$ cat src/rtl/timer_pkg.sv
`default_nettype none
// ============================================================================
// Module   : timer_pkg
// Brief    : Shared state encoding, BCD limits and time-value type for the
//            microwave keypad time-entry stage.
// Revision : 1.0 - initial release
// ============================================================================
package timer_pkg;

  // Controller states, 3-bit encoding
  localparam logic [2:0] ST_IDLE   = 3'd0;
  localparam logic [2:0] ST_LOAD   = 3'd1;
  localparam logic [2:0] ST_RUN    = 3'd2;
  localparam logic [2:0] ST_PAUSED = 3'd3;
  localparam logic [2:0] ST_DONE   = 3'd4;

  // BCD digit limits
  localparam logic [3:0] DIG_MAX  = 4'd9;
  localparam logic [3:0] TENS_MAX = 4'd5;

  // Three-digit time value M:ST:SU
  typedef struct packed {
    logic [3:0] min;
    logic [3:0] tens;
    logic [3:0] units;
  } bcd_time_t;

  // Fold an out-of-range tens-of-seconds digit into the minutes digit.
  // 60..99 seconds worth of tens become one more minute; at 9 minutes
  // there is nowhere to carry, so the value saturates at 9:5x.
  function automatic bcd_time_t normalise(input bcd_time_t t);
    bcd_time_t r;
    r = t;
    if (t.tens > TENS_MAX) begin
      if (t.min < DIG_MAX) begin
        r.min  = t.min + 4'd1;
        r.tens = t.tens - 4'd6;
      end else begin
        r.min  = DIG_MAX;
        r.tens = TENS_MAX;
      end
    end
    return r;
  endfunction

endpackage
`default_nettype wire

$ cat src/rtl/bcd_entry_shreg.sv
`default_nettype none
// ============================================================================
// Module   : bcd_entry_shreg
// Brief    : Three-digit BCD entry register. Shifts keypad digits in from
//            the units end, clears, and can overwrite itself with its own
//            normalised value.
// Revision : 1.0 - initial release
// ============================================================================
module bcd_entry_shreg
  import timer_pkg::*;
(
  input  logic       clk,
  input  logic       clrn,
  input  logic       clear,
  input  logic       shift,
  input  logic [3:0] digit,
  input  logic       norm_load,
  output bcd_time_t  value
);

  bcd_time_t value_q;
  bcd_time_t value_d;
  bcd_time_t w_norm;
  bcd_time_t w_base;

  // Normaliser is purely combinational on the held value
  assign w_norm = normalise(value_q);

  // Next value: a shift combined with a clear lands the digit in a zeroed register
  always_comb begin
    value_d = value_q;
    w_base  = clear ? '0 : value_q;
    if (norm_load) begin
      value_d = w_norm;
    end else if (shift) begin
      value_d = '{min: w_base.tens, tens: w_base.units, units: digit};
    end else if (clear) begin
      value_d = '0;
    end
  end

  // Digit storage
  always_ff @(posedge clk or negedge clrn) begin
    if (!clrn) begin
      value_q <= '0;
    end else begin
      value_q <= value_d;
    end
  end

  assign value = value_q;

endmodule
`default_nettype wire

$ cat src/rtl/keypad_time_entry.sv
`default_nettype none
// ============================================================================
// Module   : keypad_time_entry
// Brief    : Keypad time entry and run control for the microwave timer
//            chain: collects M:ST:SU, loads the down-counters, gates the
//            1 Hz enable and sequences start / pause / stop / done.
// Revision : 1.0 - initial release
// ============================================================================
module keypad_time_entry
  import timer_pkg::*;
#(
  parameter int BEEP_TICKS = 3,
  parameter int BEEP_W     = 2
) (
  input  logic       clk,
  input  logic       clrn,
  input  logic       key_valid,
  input  logic [3:0] key_digit,
  input  logic       start,
  input  logic       stop,
  input  logic       door_open,
  input  logic       tick,
  input  logic       timer_zero,
  output logic [3:0] data_min,
  output logic [3:0] data_tens,
  output logic [3:0] data_units,
  output logic       loadn,
  output logic       en,
  output logic       running,
  output logic       done
);

  localparam logic [BEEP_W-1:0] C_BEEP_LAST = BEEP_W'(BEEP_TICKS - 1);
  localparam logic [BEEP_W-1:0] C_BEEP_ONE  = BEEP_W'(1);

  logic [2:0]        state_q, state_d;
  logic [BEEP_W-1:0] beep_q, beep_d;
  logic              loadn_q, loadn_d;
  logic              running_q, running_d;
  logic              done_q, done_d;

  logic              w_clear, w_shift, w_norm;
  logic              w_key_ok, w_nonzero;
  bcd_time_t         w_value;

  assign w_key_ok  = key_valid && (key_digit <= DIG_MAX);
  assign w_nonzero = |w_value;

  bcd_entry_shreg u_entry (
    .clk       (clk),
    .clrn      (clrn),
    .clear     (w_clear),
    .shift     (w_shift),
    .digit     (key_digit),
    .norm_load (w_norm),
    .value     (w_value)
  );

  // State, beep counter and registered outputs
  always_ff @(posedge clk or negedge clrn) begin
    if (!clrn) begin
      state_q   <= ST_IDLE;
      beep_q    <= '0;
      loadn_q   <= 1'b1;
      running_q <= 1'b0;
      done_q    <= 1'b0;
    end else begin
      state_q   <= state_d;
      beep_q    <= beep_d;
      loadn_q   <= loadn_d;
      running_q <= running_d;
      done_q    <= done_d;
    end
  end

  // Next state and digit-register control; door_open outranks stop, start, keys
  always_comb begin
    state_d = state_q;
    beep_d  = beep_q;
    w_clear = 1'b0;
    w_shift = 1'b0;
    w_norm  = 1'b0;
    case (state_q)
      ST_IDLE: begin
        if (door_open) begin
          // open door freezes entry entirely
        end else if (stop) begin
          w_clear = 1'b1;
        end else if (start) begin
          // start consumes the cycle even when ignored for an empty time
          if (w_nonzero) begin
            w_norm  = 1'b1;
            state_d = ST_LOAD;
          end
        end else if (w_key_ok) begin
          w_shift = 1'b1;
        end
      end
      ST_LOAD: begin
        state_d = ST_RUN;
      end
      ST_RUN: begin
        // the chain's zero flag is already valid on the first RUN cycle
        if (timer_zero) begin
          state_d = ST_DONE;
          beep_d  = '0;
        end else if (door_open || stop) begin
          state_d = ST_PAUSED;
        end
      end
      ST_PAUSED: begin
        if (door_open) begin
          // stay paused until the door is shut
        end else if (stop) begin
          state_d = ST_IDLE;
          w_clear = 1'b1;
        end else if (start) begin
          state_d = ST_RUN;
        end
      end
      ST_DONE: begin
        if (door_open || stop) begin
          state_d = ST_IDLE;
          w_clear = 1'b1;
          beep_d  = '0;
        end else if (w_key_ok) begin
          state_d = ST_IDLE;
          w_clear = 1'b1;
          w_shift = 1'b1;
          beep_d  = '0;
        end else if (tick) begin
          if (beep_q == C_BEEP_LAST) begin
            state_d = ST_IDLE;
            w_clear = 1'b1;
            beep_d  = '0;
          end else begin
            beep_d = beep_q + C_BEEP_ONE;
          end
        end
      end
      default: begin
        state_d = ST_IDLE;
        beep_d  = '0;
      end
    endcase
  end

  // Registered outputs follow the state being entered
  always_comb begin
    loadn_d   = (state_d != ST_LOAD);
    running_d = (state_d == ST_RUN);
    done_d    = (state_d == ST_DONE);
  end

  // Count enable is combinational so it tracks tick and the door in the same cycle
  assign en = (state_q == ST_RUN) && tick && !door_open;

  assign data_min   = w_value.min;
  assign data_tens  = w_value.tens;
  assign data_units = w_value.units;
  assign loadn      = loadn_q;
  assign running    = running_q;
  assign done       = done_q;

endmodule
`default_nettype wire
$ cat config.mk
export PLATFORM = sky130hd
export DESIGN_NAME = keypad_time_entry
export DESIGN_NICKNAME = d
export VERILOG_FILES = /design/src/rtl/timer_pkg.sv /design/src/rtl/bcd_entry_shreg.sv /design/src/rtl/keypad_time_entry.sv
export SDC_FILE = /design/constraint.sdc
export NUM_CORES = 1
export LEC_CHECK = 0
export ABC_AREA = 1
export CAP_MARGIN = 40
export CORE_UTILIZATION = 50
export CTS_BUF_LIST = sky130_fd_sc_hd__clkbuf_8
export DETAILED_ROUTE_END_ITERATION = 12
export PLACE_DENSITY = 0.78
export SLEW_MARGIN = 20
export SYNTH_ARGS = -nofsm -noshare
export SYNTH_HDL_FRONTEND = slang
export SYNTH_SLANG_ARGS = --single-unit
$ cat constraint.sdc
create_clock -name clk -period 3.9 [get_ports clk]
set_input_delay 0.78 -clock clk [delete_from_list [all_inputs] [get_ports clk]]
set_output_delay 0.78 -clock clk [all_outputs]
set_load 0.005 [all_outputs]
==> results by stage, run 1 <==
Worst hold path:
- The number of instances on the worst hold path is 2.
- The class of the worst hold path is flip-flop to flip-flop.

Die:
- The count of standard-cell rows is 18.
- The floorplan step set the die height to about 54 um.
- The full die area is between 2000 and 3000 sq um.
- The chip width is roughly 54 um.
- The I/O pin count is 28.
- The placeable core region is ~2500 sq um.
- The initial cell density of the core is 0.5382.

Placed design:
- Port buffering added 27 buffers.
- The half-perimeter wire length of the detailed placement result is 2547 um.
- In this run the cell area measured after placement is 1677 sq um.
- The number of placed instances, taps included, is 236.
- The congestion estimate from routability-driven global placement came to 0.9000.

GRT:
- The number of antenna violations at the first check in global routing is 0.
- In the global route stage, met2 resource usage came out at 0.4527.
- The number of global-route vias before repair is between 1,000 and 1,500.
- The first-pass GRT wire length is between 5000 and 6000 um.
- The met3 usage is 0.04237.
- For this run the aggregate overflow at the end of global routing stands at 0.
- The pin count of the biggest net entering global routing is 12.
- The global routing stage identified its most utilized layer as met2.
- The met1 track demand over resource in global routing is 0.3328.
- The global routing usage summed across all routing layers is 0.2615.

Timing:
- Setup violations remaining at the end of the flow were counted as 0.
- The final number of hold-violating endpoints was 0.
- The clock arrives with between 1.5 and 2 ps of skew.
- Counting I/O delays and the setup requirement, the final critical path takes around 2800 ps.
- For the pin with the worst max-slew slack, the measured transition is approximately 520 ps.
- Setup repair after global routing left no endpoint under its margin.
- The final-report max-slew violation count came to 0.
- The total negative slack for setup checks is 0 ps.
- Derived from the worst setup path, the maximum achievable clock frequency is 355.4 MHz.
- Dividing the final minimum period by the clock period gives 0.7216.
- Measured against its own limit, the worst slew margin works out to 0.6489.

Power and ir drop:
- The worst IR drop on VDD is approximately 0.37 mV.
- Dividing total power by cell area gives a power density of about 530 nW/um^2.
- For this design the static power due to leakage is around 0.8 nW.
- The design draws 0.9167 mW.

Route:
- In the routed layout, each cell is associated on average with a via count of roughly 5.4.
- The number of violations reported at the end of detailed-routing iteration 0 is 29.
- The routed length per instance is around 14 um.
- For this run, the detailed router's first-pass iteration total came to 4.
- The routed wire length is approximately 3300 um.
- For this run, design rule violations remaining after detail routing come to 0.
- The count of nets left with antenna violations after detail routing is 0.
- The via count is ~1,300.

Worst setup path:
- The critical path in this run is classified as input port to output pin.
- The kind of end point of the critical path is an output pin.
- The data required time of the worst path is 3120 ps.
- The largest single stage delay on the critical path is between 500 and 600 ps.
- STA classifies the critical path startpoint as an input port.
- The critical path's slowest cell is clkdlybuf4s50_1.
- The critical path goes through clkdlybuf4s50_1, nor3_1, clkdlybuf4s50_1.
- The cell occurring most often along the worst timing path is clkdlybuf4s50_1.
- The number of cells traversed by the worst register-to-register path is 11.
- In this run the worst path has a maximum fanout of 5.
- The worst path arrival time is roughly 2000 ps.

Layout:
- The proportion of layout cells with a drive suffix above 1 is 0.1571.
- After the last flow step, the layout net total stands at 227.
- The core occupancy in the finished layout is 0.6865.
- Counting the fill cells in the layout gives approximately 210.
- The most frequent standard cell in the layout excluding fill and tap cells is nand2_1.
- Across the whole layout, storage elements account for 501.7 sq um.
- The count of placed standard cells in the final layout, fillers left out is 240.
- The area of combinational cells with multiple inputs is 754.5 sq um.
- After routing the design area is approximately 1700 sq um.
- The area growth from synthesis to layout is 27.56%.
- 0 antenna diodes ended up in the layout.
- Leaving out fill and tap cells, the most frequent cells in the layout are nand2_1, clkdlybuf4s50_1, inv_1.

Yosys:
- Of the synthesized area, sequential elements account for 0.3696.
- The synthesized design spends more area on one cell type than any other, namely dfrtp_1.
- The number of synthesized register bits is 20.
- In the post-synthesis netlist, the biggest area contributors are dfrtp_1, nand2_1, inv_1, nor2_1, nor2_4.
- Synthesis produced a netlist with a net count of roughly 190.
- For this run, the number of Yosys warnings is 0.
- Synthesis handed over a netlist of around 180 instances.
- The share of synthesized area in the top cell type comes to 0.3502.
- A synthesized cell averages roughly 7.6 sq um.
- Counting distinct cell types in the post-synthesis netlist gives 27.
- The synthesized cell area is roughly 1400 sq um.

Clock tree:
- The root buffer selected by CTS is clkbuf_8.
- The clock insertion delay at the later pin of the skew report is 260 ps.
- Once the clock tree was built, the resizer swapped 0 gates to a different size.
- The CTS H-tree depth is 1.
- The deepest clock path buffer count is 2.
- The count of hold buffers inserted by post-cts repair is 0.
- Counting every sink on the clock net gives 20.
- In this run, CTS created clock tree buffers numbering 3.
- The post-CTS clock slew at the launch and capture registers of the worst setup and hold paths is roughly 70 ps.
- Post-CTS timing repair inserted 0 buffers for setup.
- TritonCTS built the clock tree.

Flow run:
- Across the run, the number of max-cap violations was 0.

Status:
- The run finished with clean final reports.
[Yosys cell counts]
cell type,instances
nand3b_1,2
o21ai_2,4
ha_1,4
dfstp_2,1
o221ai_1,1
nand4_1,5
inv_1,24
xor2_1,2
a21oi_1,1
nor2_4,6
xnor2_1,1
nand3_1,12
or2_0,1
o32ai_1,2
nor3_1,3
nor2_1,22
inv_2,3
nor3_2,1
nand2_1,37
nand2_2,4
nor2_2,1
a21oi_2,1
nand2_4,4
o21ai_1,1
dfrtp_1,19
nand3_2,3
o21ai_0,13
[per-layer routing]
| layer | vias up | part of all wire |
|---|---|---|
| met1 | 600 | 0.44 |
| met4 | 0 | 0.0076 |
| met3 | 4 | 0.063 |
| met5 | - | 0 |
| met2 | 50 | 0.49 |
| li1 | 638 | - |
[report_power, final]
group | internal (mW) | switching (mW)
Combinational | 0.188 | 0.257
Sequential | 0.257 | 0.0564
Clock | 0.0899 | 0.0684
[stage by stage]
stage | setup WS [ps] | hold WS [ps]
finish | 1086 | 512.2
global route | 1004 | 555.6
CTS | 1081 | 519.9
detailed placement | 1085 | 497.9
global placement | 1115 | 492.7
floorplan | 2117 | 484.4
[critical path: cells and delay by family]
family | cells | cell delay, ps
buffers and inverters | 2 | 1030
AND/OR/NAND/NOR | 1 | 220
[final cells by class]
| type | instances | area share |
|---|---|---|
| well taps | 30 | 0.02168 |
| flip-flops and latches | 20 | 0.2897 |
| repair buffers | 28 | 0.1626 |
| clock buffers | 4 | 0.03179 |
| inverters | 27 | 0.05853 |
| multi-input cells | 131 | 0.4357 |
[kinds of logic after synthesis]
kind of cell               count (synthesis)  synth area share
adders and majority gates                  4           0.03687
xor gates and xnor gates                   3           0.01936
AOI/OAI and AO/OA                         23            0.1069
buffers and inverters                     27           0.07466
and+or+nand+nor                          101            0.3926
DFF                                       20            0.3696
[final timing paths]
check | startpoint | to | slack [ps]
setup / recovery | door_open | en | 1090
hold / removal | u_entry.value[11] | u_entry.value[11] | 510
max in group asynchronous | clrn | loadn | 2480
setup reg to reg | u_entry.value[8] | u_entry.value[11] | 2230
hold reg to reg | u_entry.value[11] | u_entry.value[11] | 510
min in group asynchronous | clrn | beep_q[1] | 860
[sequential cells by signal, summed over array words and instances, names as in the netlist]
signal	cells
u_entry.value	12
state_q	3
running	1
beep_q	2
loadn	1
done	1
Note: power is estimated with default switching activity, not from simulation.
==> inputs of run 2 (changes only) <==
--- a/config.mk
+++ b/config.mk
@@ -7,10 +7,10 @@
 export LEC_CHECK = 0
 export ABC_AREA = 1
 export CAP_MARGIN = 40
-export CORE_UTILIZATION = 50
+export CORE_UTILIZATION = 48
 export CTS_BUF_LIST = sky130_fd_sc_hd__clkbuf_8
 export DETAILED_ROUTE_END_ITERATION = 12
-export PLACE_DENSITY = 0.78
+export PLACE_DENSITY = 0.79
 export SLEW_MARGIN = 20
 export SYNTH_ARGS = -nofsm -noshare
 export SYNTH_HDL_FRONTEND = slang
==> constraint.sdc (replaced) <==
create_clock -name clk -period 2.5 [get_ports clk]
set_input_delay 0.5 -clock clk [delete_from_list [all_inputs] [get_ports clk]]
set_output_delay 0.5 -clock clk [all_outputs]
set_load 0.005 [all_outputs]
==> run 2 against run 1 <==
  * Die area up 4.0%
  * Critical endpoint unchanged
  * Final area up 0.22%
  * Combinational power up 53%
==> results by stage, run 2 (same netlist as run 1, synthesis figures left out) <==
Placed design:
- The instance area after placement is 1680 sq um (+0.22%).
- The number of cells in the design after placement is 237 (+0.42%).
- The weighted congestion reported at the end of routability-driven placement is 0.9159 (+1.8%).
- The count of input and output buffers came to 27 (unchanged).
- The half-perimeter wire length of the detailed placement result came to 2575 um (+1.1%).

Layout:
- The proportion of layout cells with a drive suffix above 1 came to 0.1611 (+0.003995).
- The antenna diode count is 0 (unchanged).
- The flip-flop count of the largest register after layout is 12 (unchanged).
- The most frequent standard cell in the layout excluding fill and tap cells is nand2_1.
- The count of placed standard cells in the final layout, fillers left out came to 241 (+0.42%).
- The final instance area is 1735 sq um (+0.22%).
- The number of nets in the final layout is 228 (+0.44%).
- The layout-stage area growth over the synthesis result is 27.83%.
- The top cell types in the final layout, fill and taps aside, are nand2_1, clkdlybuf4s50_1, inv_1.

Worst setup path:
- The number of cells traversed by the worst register-to-register path is 11 (unchanged).
- The largest fanout on the critical path is 5 (unchanged).
- The count of buffer and inverter cells on the critical path is 3 (+1).
- The data required time of the worst path came to 2000 ps (-1120 ps).
- The worst flop-to-flop path startpoint is u_entry.value[8].
- The kind of end point of the critical path is an output pin.
- The worst path arrival time is 1830 ps (-200 ps).
- The slowest stage of the critical path belongs to the cell clkdlybuf4s50_1.
- The largest incremental delay on the critical path is 540 ps (+20 ps).
- Broken down by cell family, the worst path's largest delay share belongs to buffers and inverters.
- The reg2reg setup slack is 810 ps (-1420 ps).
- In this run the critical register-to-register path is captured at u_entry.value[8].
- The worst setup path is of the flip-flop to output pin kind.
- Traced cell by cell, the critical path runs through inv_1, nor3_1, inv_1, nor3_1, clkdlybuf4s50_1.
- STA classifies the critical path startpoint as a flip-flop.

GRT:
- The residual overflow from global routing is 0 (unchanged).
- The first-pass GRT wire length was 5313 um (-2.0%).
- The number of global-route vias before repair came to 1,213 (-1.7%).
- The pin count of the biggest net entering global routing came to 21 (+9).
- The global routing usage summed across all routing layers came to 0.2501 (-0.01131).
- The number of antenna violations at the first check in global routing is 0 (unchanged).

Worst hold path:
- The number of instances on the worst hold path is 2 (unchanged).
- The startpoint of the most critical hold path is u_entry.value[11].
- The class of the worst hold path is flip-flop to flip-flop.
- The worst min-delay path endpoint is u_entry.value[11].

Clock tree:
- The post-CTS repair timing setup buffer count came to 0 (unchanged).
- The post-CTS clock slew at the launch and capture registers of the worst setup and hold paths came to 80 ps (about the same).
- The CTS H-tree depth is 1 (unchanged).
- The sink count of the clock tree is 20 (unchanged).
- The TritonCTS clock tree is yes.
- The number of gates resized after CTS is 0 (unchanged).
- The number of buffers added by the clock tree synthesis step came to 3 (unchanged).
- The deepest clock path buffer count came to 2 (unchanged).
- The count of hold buffers inserted by post-cts repair is 0 (unchanged).
- The clock insertion delay at the later pin of the skew report is 260 ps (about the same).
- The root buffer selected by CTS is clkbuf_8.

Route:
- The number of iterations in the first detailed-routing pass came to 4 (unchanged).
- The per-cell via count in the routed design is 5.241 (-2.7%).
- The routed length per instance is 13.48 um (-1.7%).
- The via count is 1,263 (-2.2%).
- The routed wire length is 3248 um (-1.3%).
- The number of violations reported at the end of detailed-routing iteration 0 is 19 (-34%).
- The remaining design rule violation count is 0 (unchanged).
- The count of nets left with antenna violations after detail routing is 0 (unchanged).

Die:
- The initial cell density of the core is 0.5288 (-0.009442).
- The chip width is 55.18 um (+2.0%).
- The floorplan die height is 55.18 um (+2.0%).
- The count of standard-cell rows is 18 (unchanged).
- The placeable core region is 2567 sq um (+1.8%).
- The I/O pin count is 28 (unchanged).
- The full die area was 3045 sq um (+4.0%).

Timing:
- The final number of setup-violating endpoints came to 0 (unchanged).
- Dividing the final minimum period by the clock period gives 0.9326.
- Setup repair after global routing left no endpoint under its margin.
- The worst clock skew is 5.028 ps (+3.518 ps).
- The total negative slack for setup checks is 0 ps (unchanged).
- The clock period could shrink to ~2300 ps.
- The actual transition at the worst max-transition pin came to 285.0 ps (-240.0 ps).
- Timing would allow up to about 430 MHz.
- The worst slew slack as a fraction of its limit is 0.8080 (+0.1591).
- The final number of hold-violating endpoints is 0 (unchanged).
- The final-report max-slew violation count is 0 (unchanged).

Status:
- The flow ran to the end, and the final reports show no timing, DRC or antenna violations.

Flow run:
- The max-cap check violation count was 0 (unchanged).

Power and ir drop:
- The leakage power figure is 0.8121 nW (+0.44%).
- The power per cell area was 820.2 nW/um^2 (+55%).
- The worst IR drop on VDD is 0.5609 mV (+51%).
- The overall power of the completed layout was 1.423 mW (+55%).
-- run 2: cell count changes in the layout (fill, tap and decap cells not counted) --
| cell | previous run | this run |
|---|---|---|
| buf_4 | 0 | 2 |
| buf_6 | 1 | 0 |
-- run 2: how the worst max path moves through the flow --
| stage | startpoint | endpoint | slack (ps) | cells after the start |
|---|---|---|---|---|
| after floorplan | u_entry.value[8] | u_entry.value[10] | 1030 | 11 |
| after global placement | tick | en | 310 | 4 |
| after detailed placement | tick | en | 260 | 4 |
| after CTS | state_q[1] | en | 200 | 5 |
| after global routing | state_q[1] | en | 90 | 5 |
| final | state_q[1] | en | 170 | 5 |
-- run 2: where the power goes --
part	total [mW]	internal [mW]	switching [mW]
clock	0.251	0.140	0.111
sequential	0.490	0.400	0.0898
combinational	0.682	0.293	0.389
-- run 2: worst reg2reg max path, delay by kind of cell (launching register included) --
family | cells | cell delay, ps
and+or+nand+nor | 9 | 880
buffers and inverters | 1 | 120
DFF | 1 | 430
adders and majority gates | 1 | 160
-- run 2: routing by layer --
metal  global-route usage  wire length (um)  up-vias
met1               0.3322              1588      584
met3              0.04098               114        4
met4              0.07083                29        0
met5                    0                 0        -
met2               0.4157              1514       32
li1                     -                 -      643
-- run 2: layout make-up --
class / instances / area [sq um]
fillers: 232 / 832.0
multi-input cells: 131 / 754.5
repair buffers: 29 / 285.3
well taps: 30 / 37.54
clock buffers: 4 / 55.05
flip-flops and latches: 20 / 501.7
inverters: 27 / 101.3
-- run 2: per-stage QoR --
| step | hold slack [ps] | util | worst slack (ps) |
|---|---|---|---|
| 2_1_floorplan | 204.4 | - | 1025 |
| 3_3_place_gp | 499.1 | 0.6545 | 311.7 |
| 3_5_place_dp | 503.9 | 0.6545 | 258.5 |
| 4_1_cts | 522.7 | 0.6759 | 195.9 |
| 5_1_grt | 568.9 | 0.6759 | 86.71 |
| 6_report | 519.5 | 0.6759 | 168.4 |
==> inputs of run 3 (changes only) <==
--- a/config.mk
+++ b/config.mk
@@ -11,7 +11,7 @@
 export CTS_BUF_LIST = sky130_fd_sc_hd__clkbuf_8
 export DETAILED_ROUTE_END_ITERATION = 12
 export PLACE_DENSITY = 0.79
-export SLEW_MARGIN = 20
+export SLEW_MARGIN = 10
 export SYNTH_ARGS = -nofsm -noshare
 export SYNTH_HDL_FRONTEND = slang
 export SYNTH_SLANG_ARGS = --single-unit
==> results of run 3 <==
No change in the layout: final DEF, timing and power equal those of run 2.
